### src/rtl/bldc_pkg.sv
// ============================================================================
// Module : bldc_pkg
// Shared Hall-sequence types, estimator FSM states and the forward-successor helper.
// Rev    : 1.0
// ============================================================================
`default_nettype none

package bldc_pkg;

  typedef logic [2:0] hall_state_t;

  typedef enum logic [1:0] {
    IDLE   = 2'd0,
    DIVIDE = 2'd1,
    DONE   = 2'd2
  } est_state_t;

  localparam hall_state_t HALL_INVALID_LO = 3'b000;
  localparam hall_state_t HALL_INVALID_HI = 3'b111;

  // Forward order 001->011->010->110->100->101->001; illegal codes map to 000.
  function automatic hall_state_t hall_next_fwd(input hall_state_t h);
    case (h)
      3'b001:  hall_next_fwd = 3'b011;
      3'b011:  hall_next_fwd = 3'b010;
      3'b010:  hall_next_fwd = 3'b110;
      3'b110:  hall_next_fwd = 3'b100;
      3'b100:  hall_next_fwd = 3'b101;
      3'b101:  hall_next_fwd = 3'b001;
      default: hall_next_fwd = HALL_INVALID_LO;
    endcase
  endfunction

endpackage

`default_nettype wire

### src/rtl/seq_divider.sv
// ============================================================================
// Module : seq_divider
// Restoring divider, one quotient bit per cycle; done marks the final iteration.
// Rev    : 1.0
// ============================================================================
`default_nettype none

module seq_divider #(
  parameter int DIVIDEND_W = 32,
  parameter int DIVISOR_W  = 24
) (
  input  logic                  clk,
  input  logic                  reset,
  input  logic                  start,
  input  logic                  abort,
  input  logic [DIVIDEND_W-1:0] dividend,
  input  logic [DIVISOR_W-1:0]  divisor,
  output logic                  done,
  output logic [DIVIDEND_W-1:0] quotient
);

  localparam int CNT_W = $clog2(DIVIDEND_W + 1);

  logic                 busy;
  logic [CNT_W-1:0]     steps;
  logic [DIVISOR_W-1:0] rem;
  logic [DIVISOR_W-1:0] dvs;
  logic [DIVISOR_W:0]   trial;
  logic                 fits;
  logic [DIVISOR_W-1:0] diff;

  // Remainder stays below the divisor, so the difference always fits DIVISOR_W bits.
  assign trial = {rem, quotient[DIVIDEND_W-1]};
  assign fits  = trial[DIVISOR_W] | (trial[DIVISOR_W-1:0] >= dvs);
  assign diff  = trial[DIVISOR_W-1:0] - dvs;
  assign done  = busy && (steps == CNT_W'(1));

  always_ff @(posedge clk or negedge reset) begin
    if (!reset) begin
      busy     <= 1'b0;
      steps    <= '0;
      rem      <= '0;
      dvs      <= '0;
      quotient <= '0;
    end else if (abort) begin
      busy  <= 1'b0;
      steps <= '0;
    end else if (start) begin
      busy     <= 1'b1;
      steps    <= CNT_W'(DIVIDEND_W);
      rem      <= '0;
      dvs      <= divisor;
      quotient <= dividend;
    end else if (busy) begin
      rem      <= fits ? diff : trial[DIVISOR_W-1:0];
      quotient <= {quotient[DIVIDEND_W-2:0], fits};
      steps    <= steps - CNT_W'(1);
      busy     <= (steps != CNT_W'(1));
    end
  end

endmodule

`default_nettype wire

### src/rtl/hall_velocity_estimator.sv
// ============================================================================
// Module : hall_velocity_estimator
// Hall edge period -> velocity = VEL_SCALE / period; SIGNED_VELOCITY_EN selects signed output.
// Rev    : 1.0
// ============================================================================
`default_nettype none

module hall_velocity_estimator
  import bldc_pkg::*;
#(
  parameter int                  PERIOD_W    = 24,
  parameter int                  VEL_W       = 16,
  parameter logic [31:0]         VEL_SCALE   = 32'd48_000_000,
  parameter logic [PERIOD_W-1:0] STALL_COUNT = PERIOD_W'(12_000_000)
) (
  input  logic             clk,
  input  logic             reset,
  input  logic [2:0]       hall,
  output logic [VEL_W-1:0] raw_velocity,
  output logic             velocity_valid,
  output logic             direction,
  output logic             stalled,
  output logic             hall_error
);

  hall_state_t         hall_meta, hs, last_hall;
  logic                armed;
  logic [PERIOD_W-1:0] counter, period, pend_period, div_divisor;
  logic                pend_valid;
  est_state_t          state;

  logic edge_seen, is_illegal, is_fwd, is_rev, accepted, skipped;
  logic at_sat, qualified, stall_now, div_start, div_done;
  logic [31:0]      quotient;
  logic [VEL_W-1:0] sample;

  always_ff @(posedge clk) begin
    hall_meta <= hall;
    hs        <= hall_meta;
  end

  assign edge_seen  = armed && (hs != last_hall);
  assign is_illegal = (hs == HALL_INVALID_LO) || (hs == HALL_INVALID_HI);
  assign is_fwd     = (hall_next_fwd(last_hall) == hs);
  assign is_rev     = (hall_next_fwd(hs) == last_hall);
  assign accepted   = edge_seen && !is_illegal && (is_fwd || is_rev);
  assign skipped    = edge_seen && !is_illegal && !(is_fwd || is_rev);
  assign at_sat     = (counter == STALL_COUNT);
  assign period     = counter + PERIOD_W'(1);
  assign qualified  = accepted && !stalled && (is_fwd == direction) && !at_sat;
  assign stall_now  = at_sat && !stalled && !accepted;

  assign div_start   = !stall_now && (((state == IDLE) && qualified) ||
                                      ((state == DONE) && (qualified || pend_valid)));
  assign div_divisor = qualified ? period : pend_period;

  seq_divider #(
    .DIVIDEND_W (32),
    .DIVISOR_W  (PERIOD_W)
  ) u_div (
    .clk      (clk),
    .reset    (reset),
    .start    (div_start),
    .abort    (stall_now),
    .dividend (VEL_SCALE),
    .divisor  (div_divisor),
    .done     (div_done),
    .quotient (quotient)
  );

`ifdef SIGNED_VELOCITY_EN
  logic             div_dir, pend_dir;
  logic [VEL_W-1:0] mag;
  // Magnitude capped one below 2^(VEL_W-1) so negation never produces the most negative code.
  assign mag    = (|quotient[31:VEL_W-1]) ? {1'b0, {(VEL_W-1){1'b1}}} : quotient[VEL_W-1:0];
  assign sample = div_dir ? mag : -mag;

  always_ff @(posedge clk or negedge reset) begin
    if (!reset) begin
      div_dir  <= 1'b1;
      pend_dir <= 1'b1;
    end else begin
      if (div_start) div_dir <= qualified ? is_fwd : pend_dir;
      if (qualified && (state == DIVIDE)) pend_dir <= is_fwd;
    end
  end
`else
  assign sample = (|quotient[31:VEL_W]) ? {VEL_W{1'b1}} : quotient[VEL_W-1:0];
`endif

  always_ff @(posedge clk or negedge reset) begin
    if (!reset) begin
      raw_velocity   <= '0;
      velocity_valid <= 1'b0;
      direction      <= 1'b1;
      stalled        <= 1'b1;
      hall_error     <= 1'b0;
      counter        <= '0;
      last_hall      <= HALL_INVALID_LO;
      armed          <= 1'b0;
      pend_valid     <= 1'b0;
      pend_period    <= '0;
      state          <= IDLE;
    end else begin
      velocity_valid <= 1'b0;
      hall_error     <= edge_seen && (is_illegal || skipped);

      if (!armed) begin
        armed     <= 1'b1;
        last_hall <= hs;
      end

      if (accepted || skipped) begin
        last_hall <= hs;
        counter   <= '0;
      end else if (!at_sat) begin
        counter <= counter + PERIOD_W'(1);
      end

      if (accepted) begin
        stalled   <= 1'b0;
        direction <= is_fwd;
      end

      if (stall_now) begin
        raw_velocity   <= '0;
        velocity_valid <= 1'b1;
        stalled        <= 1'b1;
        pend_valid     <= 1'b0;
        state          <= IDLE;
      end else begin
        case (state)
          IDLE: begin
            if (qualified) state <= DIVIDE;
          end
          DIVIDE: begin
            // Newest qualified edge wins the single pending slot.
            if (qualified) begin
              pend_valid  <= 1'b1;
              pend_period <= period;
            end
            if (div_done) state <= DONE;
          end
          DONE: begin
            raw_velocity   <= sample;
            velocity_valid <= 1'b1;
            pend_valid     <= 1'b0;
            state          <= (qualified || pend_valid) ? DIVIDE : IDLE;
          end
          default: state <= IDLE;
        endcase
      end
    end
  end

endmodule

`default_nettype wire

### config.mk
export PLATFORM = sky130hd
export DESIGN_NAME = hall_velocity_estimator
export DESIGN_NICKNAME = d
export VERILOG_FILES = /design/src/rtl/bldc_pkg.sv /design/src/rtl/seq_divider.sv /design/src/rtl/hall_velocity_estimator.sv
export SDC_FILE = /design/constraint.sdc
export NUM_CORES = 1
export LEC_CHECK = 0
export ABC_AREA = 1
export BUFFER_PORTS_ARGS = -buffer_cell sky130_fd_sc_hd__buf_2
export CAP_MARGIN = 10
export CORE_MARGIN = 2
export CORE_UTILIZATION = 40
export CTS_CLUSTER_SIZE = 24
export DETAILED_ROUTE_END_ITERATION = 16
export GPL_ROUTABILITY_DRIVEN = 1
export PLACE_DENSITY = 0.59
export SLEW_MARGIN = 20
export SYNTH_ARGS = -nofsm -noshare
export SYNTH_HDL_FRONTEND = slang
export SYNTH_SLANG_ARGS = --single-unit
### constraint.sdc
create_clock -name clk -period 5.9 [get_ports clk]
set_input_delay 0.59 -clock clk [delete_from_list [all_inputs] [get_ports clk]]
set_output_delay 0.59 -clock clk [all_outputs]
set_load 0.01 [all_outputs]
## Word-level counts from Yosys, hierarchy flattened

Cells that the tools add are included.

- $add $sub $neg: 3
- Magnitude comparators: 1
- Eq/ne operators: 27
- Mux-type cells: 33
- Bitwise gates (word level): 2
- Reduce and logical (&&, ||, !) cells: 39

Operator list:

| cell | count |
|---|---|
| two-way mux 24 bit | 6 |
| two-way mux 32 bit | 2 |
| two-way mux 16 bit | 3 |
| one-hot mux 3 bit (6 select lines) | 2 |
| adder 24 x 1 -> 24 bit, second input constant | 1 |
| equality test 24 bit, second input constant | 1 |
| >= comparator 24 bit | 1 |
| subtractor 24 bit | 1 |
| equality test 3 bit, second input constant | 7 |
| two-way mux 6 bit | 3 |
| OR reduction 16 bit | 1 |
| logical AND 1 bit | 14 |
| equality test 3 x 2 -> 1 bit, second input constant | 4 |
| two-way mux 1 bit | 10 |
| AND reduction 2 bit | 5 |
| inequality test 3 bit, second input constant | 3 |
| equality test 3 x 1 -> 1 bit, second input constant | 2 |
| equality test 3 bit | 2 |
| equality test 6 x 1 -> 1 bit, second input constant | 1 |
| logical NOT 1 bit | 6 |
| logical OR 1 bit | 6 |
| two-way mux 2 bit | 3 |
| two-way mux 3 bit | 2 |
| inequality test 6 x 1 -> 1 bit, second input constant | 1 |
| 14 further kinds | 18 |

- Flip-flop bits (word level): 168
- Input bits: 5
- Output and inout port bits: 20
- Word-level logic and storage cells: 123

## Longest topological paths before layout

- Depth in word-level cells: 14
- Mapped depth: 17
- Mapped depth without buffers: 16

## Modules after synthesis

Synthesis repeated with hierarchy kept, for this count alone.

- Cells, all modules: 1408
- Area total of the unflattened synthesis: 10261.1 sq um

By module, submodules not included:

| module | times used | cells each | area an instance (sq um) | sequential area each (sq um) |
|---|---|---|---|---|
| seq_divider | 1 | 835 | 5823.1 | 2177.1 |
| hall_velocity_estimator | 1 | 573 | 4438.0 | 1999.4 |

## Worst setup path after synthesis

No wires, ideal clock.

- Kind: register -> register
- Start: reg u_div.quotient[31]
- End: reg u_div.rem[3]
- Setup time: 123 ps
- Arrival time: 2201 ps
- Data required time: 5777 ps
- Setup slack: 3575 ps
- Cell stages (with the launch flop): 17
- Buffers on the path: 1
- Period minus slack after synthesis: 2325 ps
- Cell sequence: dfrtp_1 -> inv_1 -> ha_1 -> fa_1 -> inv_1 -> nand3_1 -> nand3_1 -> nand2_1 -> nand2_1 -> nand2_1 -> nand3_1 -> nand2_1 -> nand2_2 -> buf_2 -> nand2_1 -> o21ai_0 -> o21ai_1

- Longest elaborated chain between the ends: 5
- Elaborated cells on any way between the ends: 6
- Those cells by class: add/sub: 1; order compare: 1; mux: 3; bitwise: 1

Ends and longest elaborated chain:

| what | RTL line | source |
|---|---|---|
| start, declared | seq_divider.sv:19 | `output logic [DIVIDEND_W-1:0] quotient` |
| start signal, assigned | seq_divider.sv:53 | `quotient <= dividend;` |
| start signal, assigned | seq_divider.sv:56 | `quotient <= {quotient[DIVIDEND_W-2:0], fits};` |
| >= comparator 24 bit | seq_divider.sv:34 | `assign fits = trial[DIVISOR_W] \| (trial[DIVISOR_W-1:0] >= dvs);` |
| OR 1 bit | seq_divider.sv:34 |  |
| two-way mux 24 bit * | seq_divider.sv:55 | `rem <= fits ? diff : trial[DIVISOR_W-1:0];` |
| two-way mux 24 bit * | seq_divider.sv:54 | `end else if (busy) begin` |
| two-way mux 24 bit * | seq_divider.sv:48 | `end else if (start) begin` |
| end signal, assigned | seq_divider.sv:55 |  |
| end, declared | seq_divider.sv:26 | `logic [DIVISOR_W-1:0] rem;` |

Every way passes the cells marked *; elsewhere a longest branch is shown, timed or not. The select of a mux whose other input is x is not followed.
A chain may end at the register's enable or synchronous reset.

## Worst setup path after layout

- Start: reg counter[0]
- End: reg u_div.quotient[31]

- Longest elaborated chain between the ends: 9
- Elaborated cells on any way between the ends: 15
- Those cells by class: eq/ne: 1; mux: 1; bitwise: 1; reduce/logical: 12

Ends and longest elaborated chain:

| what | RTL line | source |
|---|---|---|
| start, declared | hall_velocity_estimator.sv:28 | `logic [PERIOD_W-1:0] counter, period, pend_period, div_divisor;` |
| start signal, assigned | hall_velocity_estimator.sv:117 | `counter <= counter + PERIOD_W'(1);` |
| equality test 24 bit * | hall_velocity_estimator.sv:48 | `assign at_sat = (counter == STALL_COUNT);` |
| logical NOT 1 bit | n/a |  |
| logical AND 1 bit | hall_velocity_estimator.sv:50 | `assign qualified = accepted && !stalled && (is_fwd == direction) && !at_sat;` |
| logical OR 1 bit | hall_velocity_estimator.sv:54 | `((state == DONE) && (qualified \|\| pend_valid)));` |
| logical AND 1 bit | hall_velocity_estimator.sv:54 |  |
| logical OR 1 bit | hall_velocity_estimator.sv:53 | `assign div_start = !stall_now && (((state == IDLE) && qualified) \|\|` |
| logical AND 1 bit | hall_velocity_estimator.sv:53 |  |
| nonzero test 2 bit (no source line) | n/a |  |
| AND reduction 2 bit (no source line) | n/a |  |

Every way passes the cells marked *; elsewhere a longest branch is shown, timed or not.

==> flow_summary.toml <==
[worst_setup_path]
path_class = "flop to flop"
crit_required_ns = 6.24
path_cells = "inv_1 > ha_1 > nand4_1 > nor3_1 > nand3_1 > nor2_1 > a21oi_2 > nand2_2 > buf_4 > nand2_1 > o21ai_0"
critPathSlowestCell = "buf_4"
cp_max_fo = 52
setup.worst_path.end_class = "flop"
start_kind = "flop"
crit_path_max_incr_delay_ns = 0.56
cp.arrival_ns = 3.67

[clock_network]
cts-root-buf = "clkbuf_16"
cts_resized = 0
cts_sinks = 168
cts_tree = "yes"
post_cts_buffers = 0
h-tree-depth = 4
cts.clk_slew.worst_paths_ns = 0.07
cts-buffers-inserted = 17
cts_buffer_depth = 2
clock_latency_ns = 0.44
cts_hold_buf = 0

[synthesis]
syn-num-nets = 1378
ys_ff_latch = 168
synth.distinct_cells = 39
yosys_warnings = 0
synth_area_leader_cell = "dfrtp_1"
synthesis.area_um2 = 9740
ys_seq_area_share_pct = 42.9
synth_top_family_by_area = "simple AND/OR/NAND/NOR gates"
synth_area_per_cell_um2 = 7.25
yosysTopAreaCellShare_pct = 41.1
syn_inst = 1344
synthXorXnorAreaFrac_pct = 3.51
synthAdderAreaFrac_pct = 3.80
synth_area_leaders = "dfrtp_1 (41%), nand2_1 (15%), nand3_1 (8.2%)"
synth_compound_area_share_pct = 8.85
yosys.area_share.simple_pct = 30.1
muxShareOfSynthArea_pct = 0

[layout]
drive_gt1_share_pct = 7.06
nets = 1381
n_fill_cell = 2562
n_antenna_cell = 0
utilization_pct = 44.3
area_delta_synth_final_pct = 9.61

[placed_design]
gp_congestion = 0.906
io_buffers = 24
hpwl_um = 16300

[timing]
tightest_slew_ns = 1.02
fin_crit_sh_pct = 56.5
finalHoldViolations = 0
finalSetupViolCount = 0
layout_min_cycle_time_ns = 3.33
report.final.slew_viol_count = 0
final.setup_skew_ns = 0.0163
rsz0062_at_grt = "false"
tns_ns = 0
relSlewSlack_pct = 31.9
fmax_mhz = 300

[flow_run]
timing.max_cap.violations = 0

[global_routing]
grt_first_pass_wirelength_um = 39100
grt_antenna_before_repair = 0
grt_max_degree = 63
grt_overflow = 0
track_usage_pct = 18.6
first_global_vias = 7719

[power]
power_density_nw_per_um2 = 509
ir_drop_uv = 221
total_power_mw = 5.44
leakagePower_nw = 5.60

[routing]
num_vias = 8204
drc = 0
wl_per_cell_um = 13.6
vias_per_cell = 4.87
routed_wl_um = 22900
drt_iter0_drc = 523
dr.pass1.iters = 6
ant_nets = 0

[outcome]
status = "finished, final reports clean"

[floorplan]
io_pins = 25
fp.coreArea_um2 = 24100
dieArea_um2 = 25600
chipWidth_um = 160
die_h_um = 160
rows = 57
start_util_pct = 40.4

[hold_path]
hold_class = "input pin to async pin"
-- stage by stage --
step	std cells	hold slack, ns	cell area [um^2]	worst slack [ns]
after global routing	1684	0.0641	10700	2.25
after global placement	1652	0.311	10100	2.54
after floorplan	1344	0.294	9740	3.58
final	1684	0.0458	10700	2.57
after detailed placement	1652	0.316	10100	2.57
after CTS	1684	0.0596	10700	2.54
-- path summary, 6_finish.rpt --
kind	from	end	slack, ns	cells past startpoint
max	counter[0]	u_div.quotient[31]	2.57	11
min	reset	hall_error	0.05	1
max reg2reg	counter[0]	u_div.quotient[31]	2.57	11
min reg2reg	hall_meta[1]	hs[1]	0.33	0
max in group asynchronous	reset	u_div.quotient[17]	4.70	2
min in group clk	hall[1]	hall_meta[1]	0.25	1
-- layout by cell type, fill, tap and decap left out, types with 3 or more instances in the layout --
| master | count |
|---|---|
| nor2_1 | 83 |
| nand2_1 | 379 |
| inv_2 | 12 |
| xnor2_1 | 17 |
| inv_6 | 5 |
| o21ai_0 | 67 |
| buf_2 | 23 |
| o21bai_1 | 4 |
| ha_1 | 28 |
| dfrtp_1 | 160 |
| inv_1 | 198 |
| nand2_2 | 7 |
| buf_4 | 7 |
| or2_2 | 3 |
| nand4_1 | 23 |
| nor4_1 | 6 |
| a21oi_1 | 26 |
| nor3_1 | 12 |
| clkbuf_16 | 17 |
| dfxtp_1 | 6 |
| xor2_1 | 22 |
| o21ai_1 | 65 |
| bufinv_16 | 3 |
| nand3_1 | 159 |
-- kinds of logic (layout without fill, tap and decap cells) --
logic type / count (synthesis) / in the layout
and+or+nand+nor: 684 / 684
buffers and inverters: 257 / 273
DFF: 168 / 168
AOI/OAI and AO/OA: 166 / 166
xor gates and xnor gates: 39 / 39
adders and majority gates: 29 / 29
other: 1 / 1
-- cell usage after synthesis, drive strengths merged --
cell type  instances
and2               1
xnor2             17
ha                28
nand2            388
buf               35
nor3              12
and3               1
a211oi             1
conb               1
nand4             23
dfxtp              6
or2                3
nand3            161
nand3b             2
clkbuf            12
o21ai            132
nor3b              1
nor2              86
fa                 1
dfrtp            160
o21bai             5
dfstp              2
a21oi             27
nor4               6
inv              210
a211o              1
xor2              22
-- flip-flops by register name, summed over array words and instances (netlist names) --
signal	count
u_div.quotient	32
counter	24
pend_period	24
u_div.dvs	24
u_div.rem	24
raw_velocity	16
u_div.steps	6
hall_meta	3
hs	3
last_hall	3
state	2
armed	1
direction	1
hall_error	1
pend_valid	1
stalled	1
u_div.busy	1
velocity_valid	1
-- power breakdown --
part	switching [mW]	leakage, nW	internal (mW)
combinational	1.73	3.09	0.894
clock	0.504	0.297	0.677
sequential	0.194	2.21	1.44
-- critical path: cells and delay by family, from the launching register on --
| family | cells | cell delay, ns |
|---|---|---|
| flip-flops | 1 | 0.40 |
| adder cells (fa/ha/maj) | 1 | 0.19 |
| AND/OR/NAND/NOR | 6 | 1.58 |
| buffers and inverters | 2 | 0.68 |
| AO/OA/AOI/OAI | 2 | 0.37 |
-- metal layers --
metal | GRT usage, % | up-vias | wire length (um)
met2 | 28.4 | 134 | 9970
li1 | - | 4257 | -
met4 | 6.63 | 0 | 447
met3 | 2.31 | 28 | 607
met5 | 0 | - | 0
met1 | 27.3 | 3785 | 11900
-- area by class of cell --
cell class / count / area, um^2 / share of cell area [%]
multi-input cells: 919 / 4510 / 42.3
flip-flops and latches: 168 / 4180 / 39.1
clock buffers: 17 / 425 / 3.98
clock inverters: 15 / 189 / 1.77
well taps: 324 / 405 / 3.80
repair buffers: 31 / 179 / 1.68
inverters: 210 / 788 / 7.38
(Power assumes the default switching activity.)
